[config.mk]
export PLATFORM = sky130hd
export DESIGN_NAME = pe_array_ctrl
export DESIGN_NICKNAME = d
export VERILOG_FILES = /design/src/rtl/pe_ctrl_pkg.sv /design/src/rtl/pe_ctrl_perf.sv /design/src/rtl/pe_array_ctrl.sv
export SDC_FILE = /design/constraint.sdc
export NUM_CORES = 1
export LEC_CHECK = 0
export CAP_MARGIN = 20
export CORE_UTILIZATION = 46
export CTS_CLUSTER_SIZE = 8
export DETAILED_ROUTE_END_ITERATION = 16
export PLACE_DENSITY = 0.9
export SYNTH_ARGS = -nofsm -noshare
export SYNTH_HDL_FRONTEND = slang
export SYNTH_SLANG_ARGS = --single-unit
export TNS_END_PERCENT = 1
[constraint.sdc]
create_clock -name clk -period 3.4 [get_ports clk]
set_input_delay 0.68 -clock clk [delete_from_list [all_inputs] [get_ports clk]]
set_output_delay 0.68 -clock clk [all_outputs]
set_load 0.01 [all_outputs]
[src/rtl/pe_ctrl_pkg.sv]
// rtl/pe_ctrl_pkg.sv - shared state encoding and constants for pe_array_ctrl
package pe_ctrl_pkg;

    localparam int STEP_W_DEF    = 16;
    localparam int PERF_W_DEF    = 32;
    localparam int CLEAR_CYCLES  = 1;
    localparam int SETTLE_CYCLES = 1;

    typedef enum logic [2:0] {
        ST_IDLE    = 3'd0,
        ST_CLEAR   = 3'd1,
        ST_LOAD_W  = 3'd2,
        ST_COMPUTE = 3'd3,
        ST_SETTLE  = 3'd4,
        ST_RESULT  = 3'd5
    } state_e;

endpackage

[src/rtl/pe_ctrl_perf.sv]
// rtl/pe_ctrl_perf.sv - saturating busy/stall cycle counters for pe_array_ctrl
module pe_ctrl_perf
    import pe_ctrl_pkg::*;
#(
    parameter int PERF_W = PERF_W_DEF
) (
    input  logic              clk,
    input  logic              rst,
    input  logic              clr,
    input  logic              run_inc,
    input  logic              stall_inc,
    output logic [PERF_W-1:0] perf_run,
    output logic [PERF_W-1:0] perf_stall
);

    logic [PERF_W-1:0] run_q, run_d;
    logic [PERF_W-1:0] stall_q, stall_d;

    always_comb begin
        run_d   = run_q;
        stall_d = stall_q;
        if (clr) begin
            run_d   = '0;
            stall_d = '0;
        end else begin
            if (run_inc && run_q != '1) begin
                run_d = run_q + PERF_W'(1);
            end
            if (stall_inc && stall_q != '1) begin
                stall_d = stall_q + PERF_W'(1);
            end
        end
    end

    always_ff @(posedge clk or posedge rst) begin
        if (rst) begin
            run_q   <= '0;
            stall_q <= '0;
        end else begin
            run_q   <= run_d;
            stall_q <= stall_d;
        end
    end

    assign perf_run   = run_q;
    assign perf_stall = stall_q;

endmodule

[src/rtl/pe_array_ctrl.sv]
// rtl/pe_array_ctrl.sv - pe_array tile-run sequencer; PE_ARRAY_CTRL_PERF_EN adds perf counters
module pe_array_ctrl
    import pe_ctrl_pkg::*;
#(
    parameter int STEP_W = STEP_W_DEF,
    parameter int PERF_W = PERF_W_DEF
) (
    input  logic              clk,
    input  logic              rst,
    input  logic              start,
    input  logic [STEP_W-1:0] num_steps,
    input  logic              keep_weights,
    input  logic              abort,
    input  logic              w_valid,
    output logic              w_ready,
    input  logic              d_valid,
    output logic              d_ready,
    output logic              pe_acc_clear,
    output logic              pe_weight_load,
    output logic              pe_enable,
    output logic              res_valid,
    input  logic              res_ready,
    output logic              busy,
    output logic              done,
    output logic [STEP_W-1:0] step_cnt,
    output logic [PERF_W-1:0] perf_run,
    output logic [PERF_W-1:0] perf_stall
);

    state_e            state_q, state_d;
    logic [STEP_W-1:0] num_steps_q, num_steps_d;
    logic [STEP_W-1:0] step_cnt_q, step_cnt_d;
    logic              keep_q, keep_d;
    logic [1:0]        phase_q, phase_d;

    always_comb begin
        state_d     = state_q;
        num_steps_d = num_steps_q;
        step_cnt_d  = step_cnt_q;
        keep_d      = keep_q;
        phase_d     = phase_q;
        if (abort && state_q != ST_IDLE) begin
            state_d = ST_IDLE;
            phase_d = '0;
        end else begin
            unique case (state_q)
                ST_IDLE: begin
                    if (start) begin
                        num_steps_d = num_steps;
                        keep_d      = keep_weights;
                        state_d     = ST_CLEAR;
                    end
                end
                ST_CLEAR: begin
                    step_cnt_d = '0;
                    if (phase_q == 2'(CLEAR_CYCLES - 1)) begin
                        phase_d = '0;
                        if (num_steps_q == '0) begin
                            state_d = ST_SETTLE;
                        end else if (keep_q) begin
                            state_d = ST_COMPUTE;
                        end else begin
                            state_d = ST_LOAD_W;
                        end
                    end else begin
                        phase_d = phase_q + 2'd1;
                    end
                end
                ST_LOAD_W: begin
                    if (w_valid) begin
                        state_d = ST_COMPUTE;
                    end
                end
                ST_COMPUTE: begin
                    if (d_valid) begin
                        if (step_cnt_q != num_steps_q) begin
                            step_cnt_d = step_cnt_q + STEP_W'(1);
                        end
                        if (step_cnt_q == num_steps_q - STEP_W'(1)) begin
                            state_d = ST_SETTLE;
                        end
                    end
                end
                ST_SETTLE: begin
                    // Covers the pe_array accumulator register latency.
                    if (phase_q == 2'(SETTLE_CYCLES - 1)) begin
                        phase_d = '0;
                        state_d = ST_RESULT;
                    end else begin
                        phase_d = phase_q + 2'd1;
                    end
                end
                ST_RESULT: begin
                    if (res_ready) begin
                        state_d = ST_IDLE;
                    end
                end
                default: state_d = ST_IDLE;
            endcase
        end
    end

    always_ff @(posedge clk or posedge rst) begin
        if (rst) begin
            state_q     <= ST_IDLE;
            num_steps_q <= '0;
            step_cnt_q  <= '0;
            keep_q      <= 1'b0;
            phase_q     <= '0;
        end else begin
            state_q     <= state_d;
            num_steps_q <= num_steps_d;
            step_cnt_q  <= step_cnt_d;
            keep_q      <= keep_d;
            phase_q     <= phase_d;
        end
    end

    // Strobes are decoded from the current state so they line up with the vector on the bus.
    assign busy           = (state_q != ST_IDLE);
    assign w_ready        = (state_q == ST_LOAD_W);
    assign d_ready        = (state_q == ST_COMPUTE);
    assign pe_acc_clear   = (state_q == ST_CLEAR);
    assign pe_weight_load = (state_q == ST_LOAD_W) && w_valid && !abort;
    assign pe_enable      = (state_q == ST_COMPUTE) && d_valid && !abort;
    assign res_valid      = (state_q == ST_RESULT);
    assign done           = (state_q == ST_RESULT) && res_ready && !abort;
    assign step_cnt       = step_cnt_q;

`ifdef PE_ARRAY_CTRL_PERF_EN
    pe_ctrl_perf #(
        .PERF_W(PERF_W)
    ) u_perf (
        .clk       (clk),
        .rst       (rst),
        .clr       ((state_q == ST_IDLE) && start),
        .run_inc   (busy),
        .stall_inc ((state_q == ST_COMPUTE) && !d_valid),
        .perf_run  (perf_run),
        .perf_stall(perf_stall)
    );
`else
    assign perf_run   = '0;
    assign perf_stall = '0;
`endif

endmodule
==> results_dict.tcl <==
set metrics [dict create \
    status "completed" \
    seq_area_um2 950.9 \
    hpwl_mm 5.281 \
    wirelength_mm 6.891 \
    clk_pin_slew_ns 0.07 \
    async_flop_share_pct 100.0 \
    maxCapViolations 0 \
    cpMaxStageDelayCell "clkdlybuf4s50_1" \
    synth_area_um2 3227 \
    fillerInstances 644 \
    cp.required_ns 2.72 \
    regToRegSetupSlack_ns 0.58 \
    grt_max_degree 39 \
    ir_drop_mv 0.4847 \
    initial_core_util_pct 47.50 \
    pin_count 112 \
    path_cells "clkinv_1, or3_1, nor2_1, clkdlybuf4s50_1" \
    final_max_slew_viol_count 0 \
    antenna_cells 0 \
    cpPeakStageDelay_ns 0.53 \
    gp_congestion 0.9321 \
    core_um2 6794 \
    overflow 0 \
    grt_setup_unrepaired "false" \
    root_buffer "clkbuf_8" \
    ctsHoldBuffers 0 \
    tns_ns 0 \
    post_cts_buffers 0 \
    arrival_ns 2.20 \
    path_max_fanout 9 \
    clk-insertion-delay-late_ns 0.29 \
    ys_warn_count 0 \
    dr.pass1.iters 4 \
    start_kind "register" \
    portBuffers 47 \
    hold_class "register to register" \
    ant_nets 0 \
    fp.dieW_um 85.76 \
    synth_ff_type "dfrtp_1" \
    grt_antenna_before_repair 0 \
    cts_num_sinks 38 \
    multiInputGateArea_um2 1873 \
    synth_seq_cells 38 \
    fin_crit_ns 2.884 \
    power_density_nw_per_um2 599.1 \
    wl_per_cell_um 13.49 \
    vias 2718 \
    ys_types 52 \
    fin_crit_sh_pct 84.84 \
    area_growth_pct 11.40 \
    critPathKind "register to primary output" \
    synth.yosys.seq_area_share_pct 29.47 \
    final-setup-viol-count 0 \
    fmax_mhz 346.7 \
    htree_num_levels 2 \
    power_leakage_uw 0.001435 \
    grtUsageTotal_pct 19.29 \
    syn_area_per_cell_um2 8.492 \
    cts_tree "done" \
    die_h_um 85.76 \
    syn-instance-count 380 \
    cts-resized-gates 0 \
    slew_headroom_pct 52.44 \
    cts_buffers 5 \
    synth_top_area_share_pct 29.47 \
    via_per_inst 5.319 \
    cp-end-kind "primary output" \
    drive_gt1_share_pct 9.398 \
    grt_pass1_wl_mm 11.38 \
    drt_iter0_markers 147 \
    cts.path.max_buffers 2 \
    grt_pass1_vias 2422 \
    fin_nets 445 \
    tightest_slew_ns 0.7091 \
    drcViolationCount 0 \
    design_area_um2 3595 \
    synth_edf_count 0 \
    synth_top_cell_by_area "dfrtp_1" \
    hold_viol_final 0 \
    dpl_cell_area_um2 3512 \
    die_area_um2 7354 \
    synth_most_common_cell "buf_4" \
    ys_top_cells_by_area "dfrtp_1 (29%), buf_4 (15%), mux2_2 (6.3%)" \
    fin_skew_ns 0.007212 \
    num_rows 30 \
    synth_common_cells "buf_4 (64), dfrtp_1 (38), clkbuf_1 (19)" \
]
-- cell usage in the layout, fill, tap and decap left out, drive strengths merged, types with 6 or more instances in the layout --
cell and n:
conb 64, clkdlybuf4s50 47, dfrtp 38, o21ai 21, nand2 18, mux2 18
nor2 17, inv 15, nand3 14, a21oi 14, xnor2 12, or4 12
xor2 11, or3 10, o31ai 9, o211ai 8, nor4 7, nand2b 6
clkbuf 6
-- registers in the layout, summed over array words and instances, names as in the netlist --
name and flops:
step_cnt 16, phase_q 2, keep_q 1, num_steps_q 16
state_q 3
-- stage by stage --
stage | hold WS (ns) | power [µW] | worst slack (ns) | cells | util (%)
2_1_floorplan | 0.4810 | 1610 | 0.6735 | 443 | -
3_3_place_gp | 0.5285 | 1816 | 0.5784 | 505 | 51.69
3_5_place_dp | 0.5360 | 1844 | 0.5659 | 505 | 51.69
4_1_cts | 0.5513 | 2153 | 0.5322 | 511 | 52.91
5_1_grt | 0.5685 | 2319 | 0.3666 | 511 | 52.91
6_report | 0.5354 | 2153 | 0.5155 | 511 | 52.91
-- power by group --
group          total [µW]  switching (µW)  internal, µW  leakage (µW)
Combinational        1040             556           487      0.000901
Sequential            803             230           573      0.000491
Clock                 308             151           156     0.0000431
-- cell families (layout without fill, tap and decap cells) --
kind of cell,after synthesis,count (layout),synth area share [%]
compound gates,76,76,15.08
buf+inv,102,74,19.81
xor+xnor,23,23,6.243
fa+ha+maj,5,5,1.939
mux,18,18,6.281
flops,38,38,29.47
other cells,1,64,0.1162
simple gates,117,117,21.05
-- critical path, delay by kind of cell, from the launching register on --
kind | cells | cell delay (ns)
buffers and inverters | 2 | 0.81
flip-flops | 1 | 0.50
AND/OR/NAND/NOR | 2 | 0.60
-- per-layer routing --
layer	up-vias	wire [µm]	global-route usage, %
li1	1298	-	-
met1	1293	3069	24.70
met2	117	3396	33.02
met3	10	315	2.887
met4	0	109	7.273
met5	-	0	0
-- area by class of cell --
class / instances / share of cell area, %
clock buffer: 6 / 2.297
timing repair buffer: 52 / 14.13
inverter: 16 / 1.671
sequential: 38 / 26.45
tap: 96 / 3.341
multi-input combinational: 303 / 52.11
-- path summary, 6_finish.rpt --
kind                                start        endpoint  cells after the start
max                            state_q[1]       pe_enable                      4
min                                keep_q          keep_q                      1
max reg2reg                num_steps_q[1]      state_q[2]                      8
min reg2reg                        keep_q          keep_q                      1
max in group asynchronous             rst      state_q[2]                      3
min in group asynchronous             rst  num_steps_q[1]                      3
Power figures use the tool's default switching activity.
